===== config.mk =====
export PLATFORM = sky130hd
export DESIGN_NAME = frame_sequencer
export DESIGN_NICKNAME = d
export VERILOG_FILES = /design/src/rtl/frame_sequencer.sv
export SDC_FILE = /design/constraint.sdc
export NUM_CORES = 1
export LEC_CHECK = 0
export ABC_AREA = 1
export CORE_AREA = 2 2 162 117
export CTS_CLUSTER_SIZE = 10
export DETAILED_ROUTE_END_ITERATION = 8
export DIE_AREA = 0 0 164 119
export PLACE_DENSITY = 0.86
export SETUP_SLACK_MARGIN = 0.3
export SLEW_MARGIN = 10
export SYNTH_ARGS = -nofsm -noshare
export SYNTH_HDL_FRONTEND = slang
export SYNTH_SLANG_ARGS = --single-unit

===== constraint.sdc =====
create_clock -name clk -period 4.7 [get_ports clk]
set_input_delay 0.94 -clock clk [delete_from_list [all_inputs] [get_ports clk]]
set_output_delay 0.94 -clock clk [all_outputs]
set_load 0.03 [all_outputs]

===== src/rtl/frame_sequencer.sv =====
// frame_sequencer: runs single, burst or continuous frame capture on the timing generator, with inter-frame gap, watchdog and abort handling
module frame_sequencer #(
  parameter int BUSY_WAIT_MAX = 16,
  parameter int ABORT_CYCLES  = 4,
  parameter int GAP_W         = 24
) (
  input  logic             clk,
  input  logic             rst,
  input  logic             start_cmd,
  input  logic             stop_cmd,
  input  logic             abort_cmd,
  input  logic [1:0]       mode,
  input  logic [15:0]      frame_count,
  input  logic [GAP_W-1:0] gap_cycles,
  input  logic [31:0]      timeout_cycles,
  input  logic             tg_frame_busy,
  input  logic             tg_frame_complete,
  output logic             tg_frame_start,
  output logic             tg_frame_reset,
  output logic             seq_busy,
  output logic             seq_done,
  output logic [15:0]      frames_done,
  output logic             timeout_err,
  output logic [2:0]       seq_state
);
  localparam int AW = $clog2(ABORT_CYCLES) + 1;
  localparam logic [AW-1:0] ABORT_LAST = AW'(ABORT_CYCLES - 1);
  localparam logic [31:0] BUSY_LAST = 32'(BUSY_WAIT_MAX - 1);
  typedef enum logic [2:0] {
    IDLE      = 3'd0,
    LAUNCH    = 3'd1,
    WAIT_BUSY = 3'd2,
    ACQUIRE   = 3'd3,
    GAP       = 3'd4,
    ABORT     = 3'd5,
    DONE      = 3'd6
  } state_t;
  state_t           state;
  logic [1:0]       cfg_mode;
  logic [15:0]      cfg_count;
  logic [GAP_W-1:0] cfg_gap;
  logic [31:0]      cfg_timeout;
  logic             stop_pending;
  logic [31:0]      wd;
  logic [GAP_W-1:0] gap_cnt;
  logic [AW-1:0]    abort_cnt;
  logic [15:0]      fd_inc;
  logic [31:0]      wd_inc;
  logic             stopping;
  logic             last_frame;
  logic             acq_timeout;
  logic             gap_last;
  logic             abortable;
  always_comb begin
    fd_inc      = &frames_done ? frames_done : frames_done + 16'd1;
    wd_inc      = &wd ? wd : wd + 32'd1;
    stopping    = stop_pending | stop_cmd;
    last_frame  = stopping | (cfg_mode[1] == cfg_mode[0]) | (cfg_mode == 2'd1 && fd_inc == cfg_count);
    acq_timeout = (|cfg_timeout) && wd == cfg_timeout - 32'd1;
    gap_last    = gap_cnt == cfg_gap - GAP_W'(1);
    abortable   = abort_cmd && (state inside {LAUNCH, WAIT_BUSY, ACQUIRE, GAP});
  end
  assign seq_busy  = state != IDLE;
  assign seq_state = state;
  always_ff @(posedge clk) begin
    if (rst) begin
      state          <= IDLE;
      cfg_mode       <= '0;
      cfg_count      <= '0;
      cfg_gap        <= '0;
      cfg_timeout    <= '0;
      stop_pending   <= 1'b0;
      wd             <= '0;
      gap_cnt        <= '0;
      abort_cnt      <= '0;
      frames_done    <= '0;
      timeout_err    <= 1'b0;
      tg_frame_start <= 1'b0;
      tg_frame_reset <= 1'b0;
      seq_done       <= 1'b0;
    end else begin
      tg_frame_start <= 1'b0;
      seq_done       <= 1'b0;
      if (abortable) begin
        if (state == ACQUIRE && tg_frame_complete) frames_done <= fd_inc;
        state          <= ABORT;
        tg_frame_reset <= 1'b1;
        abort_cnt      <= '0;
      end else begin
        case (state)
          IDLE: if (start_cmd) begin
            cfg_mode       <= mode;
            cfg_count      <= frame_count == 16'd0 ? 16'd1 : frame_count;
            cfg_gap        <= gap_cycles;
            cfg_timeout    <= timeout_cycles;
            frames_done    <= '0;
            timeout_err    <= 1'b0;
            stop_pending   <= 1'b0;
            state          <= LAUNCH;
            tg_frame_start <= 1'b1;
          end
          LAUNCH: begin
            if (stop_cmd) stop_pending <= 1'b1;
            wd    <= '0;
            state <= WAIT_BUSY;
          end
          WAIT_BUSY: begin
            if (stop_cmd) stop_pending <= 1'b1;
            if (tg_frame_busy) begin
              wd    <= '0;
              state <= ACQUIRE;
            end else if (wd == BUSY_LAST) begin
              timeout_err    <= 1'b1;
              state          <= ABORT;
              tg_frame_reset <= 1'b1;
              abort_cnt      <= '0;
            end else wd <= wd_inc;
          end
          ACQUIRE: begin
            if (stop_cmd) stop_pending <= 1'b1;
            if (tg_frame_complete) begin
              frames_done <= fd_inc;
              wd          <= '0;
              if (last_frame) begin
                state    <= DONE;
                seq_done <= 1'b1;
              end else if (cfg_gap == '0) begin
                state          <= LAUNCH;
                tg_frame_start <= 1'b1;
              end else begin
                state   <= GAP;
                gap_cnt <= '0;
              end
            end else if (acq_timeout) begin
              timeout_err    <= 1'b1;
              state          <= ABORT;
              tg_frame_reset <= 1'b1;
              abort_cnt      <= '0;
            end else wd <= wd_inc;
          end
          GAP: begin
            if (stopping) begin
              state    <= DONE;
              seq_done <= 1'b1;
            end else if (gap_last) begin
              state          <= LAUNCH;
              tg_frame_start <= 1'b1;
            end else gap_cnt <= gap_cnt + GAP_W'(1);
          end
          ABORT: begin
            if (abort_cnt == ABORT_LAST && !tg_frame_busy) begin
              state          <= DONE;
              tg_frame_reset <= 1'b0;
              seq_done       <= 1'b1;
            end else if (abort_cnt != ABORT_LAST) abort_cnt <= abort_cnt + AW'(1);
          end
          DONE: state <= IDLE;
          default: state <= IDLE;
        endcase
      end
    end
  end
endmodule


==> impl_summary.log <==
INFO  metric multi_input_comb_area = 6980 µm²
INFO  metric place_hpwl = 26900 µm
INFO  metric seq_area = approximately 3100 µm²
INFO  metric finalClockSkew = 15.6 ps
INFO  metric worstHoldEndpoint = abort_cnt[1]$_SDFFE_PP0P_
INFO  metric detailedRoute.firstPassIterationCount = 7
INFO  metric worst-slew-pin-transition = roughly 1200 ps
INFO  metric htree_num_levels = 4
INFO  metric cts_bufs_inserted = 17
INFO  metric timing.final.crit_period = 3720 ps
INFO  metric layout_nets = between 1500 and 2000
INFO  metric drtAntennaViolNets = 0
INFO  metric power-per-cell-area = 571 nW/µm²
INFO  metric hold_path.class = register to register
INFO  metric cap_violations = 0
INFO  metric critPathMostFrequentCell = nand2_1
INFO  metric worstPathCellList = nor2_1 > nand2_1 > buf_4 > nand2_1 > nand2_1 > inv_1 > nor2_1 > inv_1 > a21oi_2 > clkinv_1 > a31oi_1 > a211oi_1
INFO  metric post_layout_nonfiller_instances = 2143
INFO  metric postSynthRegisterBits = 157
INFO  metric post_synth_instance_area = ~11000 µm²
INFO  metric clock.fmax = 0.269 GHz
INFO  metric fillerInstances = 1606
INFO  metric postSynthNetCount = 1923
INFO  metric unique_cell_type_count_in_the_yosys_netlist = 47
INFO  metric avgRoutedWirePerCell = 16.7 µm
INFO  metric wl = 35800 µm
INFO  metric synth_warnings = 0
INFO  metric design.core.area = 18200 µm²
INFO  metric synthTopCellsByArea = dfxtp_1, nand2_1, nor2_1, nand3_1, xor2_1
INFO  metric report.final.slew_viol_count = 0
INFO  metric path_clk_slew = 70 ps
INFO  metric slowest_delay = approximately 630 ps
INFO  metric synth_flop_cell = dfxtp_1
INFO  metric die-height = between 100 and 150 µm
INFO  metric post_synth_top_area_share = around 28%
INFO  metric synth.top_cells.by_count = nand2_1, nor2_1, nand3_1
INFO  metric dp_slack = 781 ps
INFO  metric report.power.total = 0.00733 W
INFO  metric numPortBuffers = 104
INFO  metric grt_start_max_net_pins = 124
INFO  metric worstRegToRegCells = 12
INFO  metric route.detailed.vias_per_inst = 5.84
INFO  metric overflow = 0
INFO  metric final-setup-viol-count = 0
INFO  metric max-slew-margin-rel = 22.7%
INFO  metric area_grow_syn2layout = 15.1%
INFO  metric clk_path_buf_depth = 2
INFO  metric track_usage = 37.0%
INFO  metric whs_path_depth = 2
INFO  metric cts.root.buffer_cell = clkbuf_16
INFO  metric layout-drive-gt1-share = roughly 5.3%
INFO  metric grt_antenna_before_repair = 0
INFO  metric start_util = between 60 and 70%
INFO  metric regToRegSetupSlack = 980 ps
INFO  metric yosysSeqAreaShare = between 20% and 30%
INFO  metric cts_tree = yes
INFO  metric hold_viol_final = 0
INFO  metric crit_path_start_kind = register
INFO  metric synth.avg_cell_area = 6.08 µm²
INFO  metric die_x = 164 µm
INFO  metric timing.critical_path.max_delay_family = buffers and inverters
INFO  metric power.ir.vdd_worst = 375 µV
INFO  metric detail_route.drc_violations = 0
INFO  metric rows = 42
INFO  metric synth.largest_area_cell = dfxtp_1
INFO  metric hold_path_startpoint = abort_cnt[1]$_SDFFE_PP0P_
INFO  metric outcome = finished, final reports clean
INFO  metric first_iter_violations = 1623
INFO  metric setup-tns-final = 0 ps
INFO  metric gpl.final_weighted_congestion = between 0.9 and 1
INFO  metric synth-async-reset-ratio = 0%
INFO  metric worst_skew_pair.late_latency = roughly 440 ps
INFO  metric grt_first_pass_wirelength = 57000 µm
INFO  metric p_leak = 5.35 nW
INFO  metric dr_total_vias = 12518
INFO  metric critical-path-slowest-cell = clkinv_1
INFO  metric r2r-start = seq_state[1]$_SDFFE_PP0P_
INFO  metric final.period_utilization = between 70 and 80%
INFO  metric yosysMostFrequentCell = nand2_1
INFO  metric top_level_i_o_count = 105
INFO  metric postLayoutSetupSlackWorst = 983 ps
INFO  metric postSynthCellCount = 1833
INFO  metric synth-edff-count = 0
INFO  metric dp_cells = roughly 2100
INFO  metric clock-sinks = 157
INFO  metric r2r-end = frames_done[12]$_SDFFE_PP0P_
INFO  metric cp_data_required_time = 4990 ps
INFO  metric crit_arrival = 4000 ps
INFO  metric path_max_fanout = 29
INFO  metric number_of_buffer_and_inverter_instances_along_the_worst_setup_path = 4
INFO  metric antenna-diode-count = 0
INFO  metric rsz0062_at_grt = false
INFO  metric postCtsSetupBuffers = 0
INFO  metric worst_setup_path_end_kind = register
INFO  metric design.die.area = approximately 20000 µm²
INFO  metric path_class = register to register
INFO  metric via_count_of_the_first_global_routing_pass = 11004
INFO  metric cts-resized-gates = 0
INFO  metric hold_buffers = 0
[per-stage QoR]
stage	area (µm²)	utilization, %	hold slack, ps
final	12800	70.3	466
after global routing	12800	70.3	473
after CTS	12800	70.3	461
after detailed placement	12200	67.0	450
after global placement	12200	67.0	442
after floorplan	11100	-	427
[registers in the layout, indices dropped and copies added (netlist names)]
register	flops
cfg_timeout	32
wd	32
cfg_gap	24
cfg_mode	2
seq_state	3
tg_frame_start	1
stop_pending	1
seq_done	1
frames_done	16
tg_frame_reset	1
cfg_count	16
timeout_err	1
gap_cnt	24
abort_cnt	3
[cell usage in the layout, fill, tap and decap left out, types with 42 or more instances in the layout]
cell / synthesis / layout
a21oi_1: 108 / 108
clkdlybuf4s50_1: 0 / 103
dfxtp_1: 157 / 157
inv_1: 169 / 167
nand2_1: 396 / 396
nand3_1: 175 / 175
nand4_1: 42 / 42
nor2_1: 322 / 321
o21ai_0: 87 / 87
xor2_1: 86 / 86
[power breakdown]
group | internal, W | leakage, nW | switching [W]
Sequential | 0.00165 | 1.29 | 0.000395
Clock | 0.000848 | 0.294 | 0.000620
Combinational | 0.00123 | 3.77 | 0.00258
[logic make-up (layout without fill, tap and decap cells)]
| kind of cell | after synthesis | after routing | share of synthesized area (%) |
|---|---|---|---|
| AO/OA/AOI/OAI | 262 | 262 | 12.7 |
| AND/OR/NAND/NOR | 1042 | 1042 | 40.6 |
| XOR/XNOR | 104 | 104 | 8.18 |
| buffers and inverters | 259 | 327 | 9.20 |
| adder cells (fa/ha/maj) | 9 | 9 | 1.01 |
| flip-flops | 157 | 157 | 28.2 |
[metal layers]
layer	track usage [%]	vias to the layer above	routed length [µm]
met4	8.00	0	527
met2	50.2	737	14000
met3	9.75	50	4560
met5	0	-	0
li1	-	6091	-
met1	57.4	5640	16700
[worst register-to-register path, stage by stage (launching register included)]
cell and delay, ps:
dfxtp_1 460, nor2_1 110, nand2_1 80, buf_4 320, nand2_1 100, nand2_1 250
inv_1 120, nor2_1 340, inv_1 340, a21oi_2 340, clkinv_1 630, a31oi_1 390
a211oi_1 70
[final cells by class]
type / instances / share of cell area [%]
clock inverters: 14 / 1.42
inverters: 182 / 5.35
multi-input cells: 1417 / 54.4
flip-flops and latches: 157 / 24.5
repair buffers: 113 / 8.60
clock buffers: 18 / 3.35
well taps: 242 / 2.36
[worst max-delay path by stage]
stage / cells past startpoint / to / slack (ps) / from
3_5_place_dp: 9 / frames_done[12]$_SDFFE_PP0P_ / 780 / abort_cmd
4_1_cts: 12 / frames_done[12]$_SDFFE_PP0P_ / 1130 / seq_state[1]$_SDFFE_PP0P_
6_report: 12 / frames_done[12]$_SDFFE_PP0P_ / 980 / seq_state[1]$_SDFFE_PP0P_
3_3_place_gp: 9 / frames_done[1]$_SDFFE_PP0P_ / 850 / abort_cmd
5_1_grt: 12 / frames_done[0]$_SDFFE_PP0P_ / 690 / seq_state[1]$_SDFFE_PP0P_
2_1_floorplan: 14 / gap_cnt[14]$_SDFFE_PP0P_ / 2020 / frames_done[0]$_SDFFE_PP0P_
Note: power is estimated with default switching activity, not from simulation.
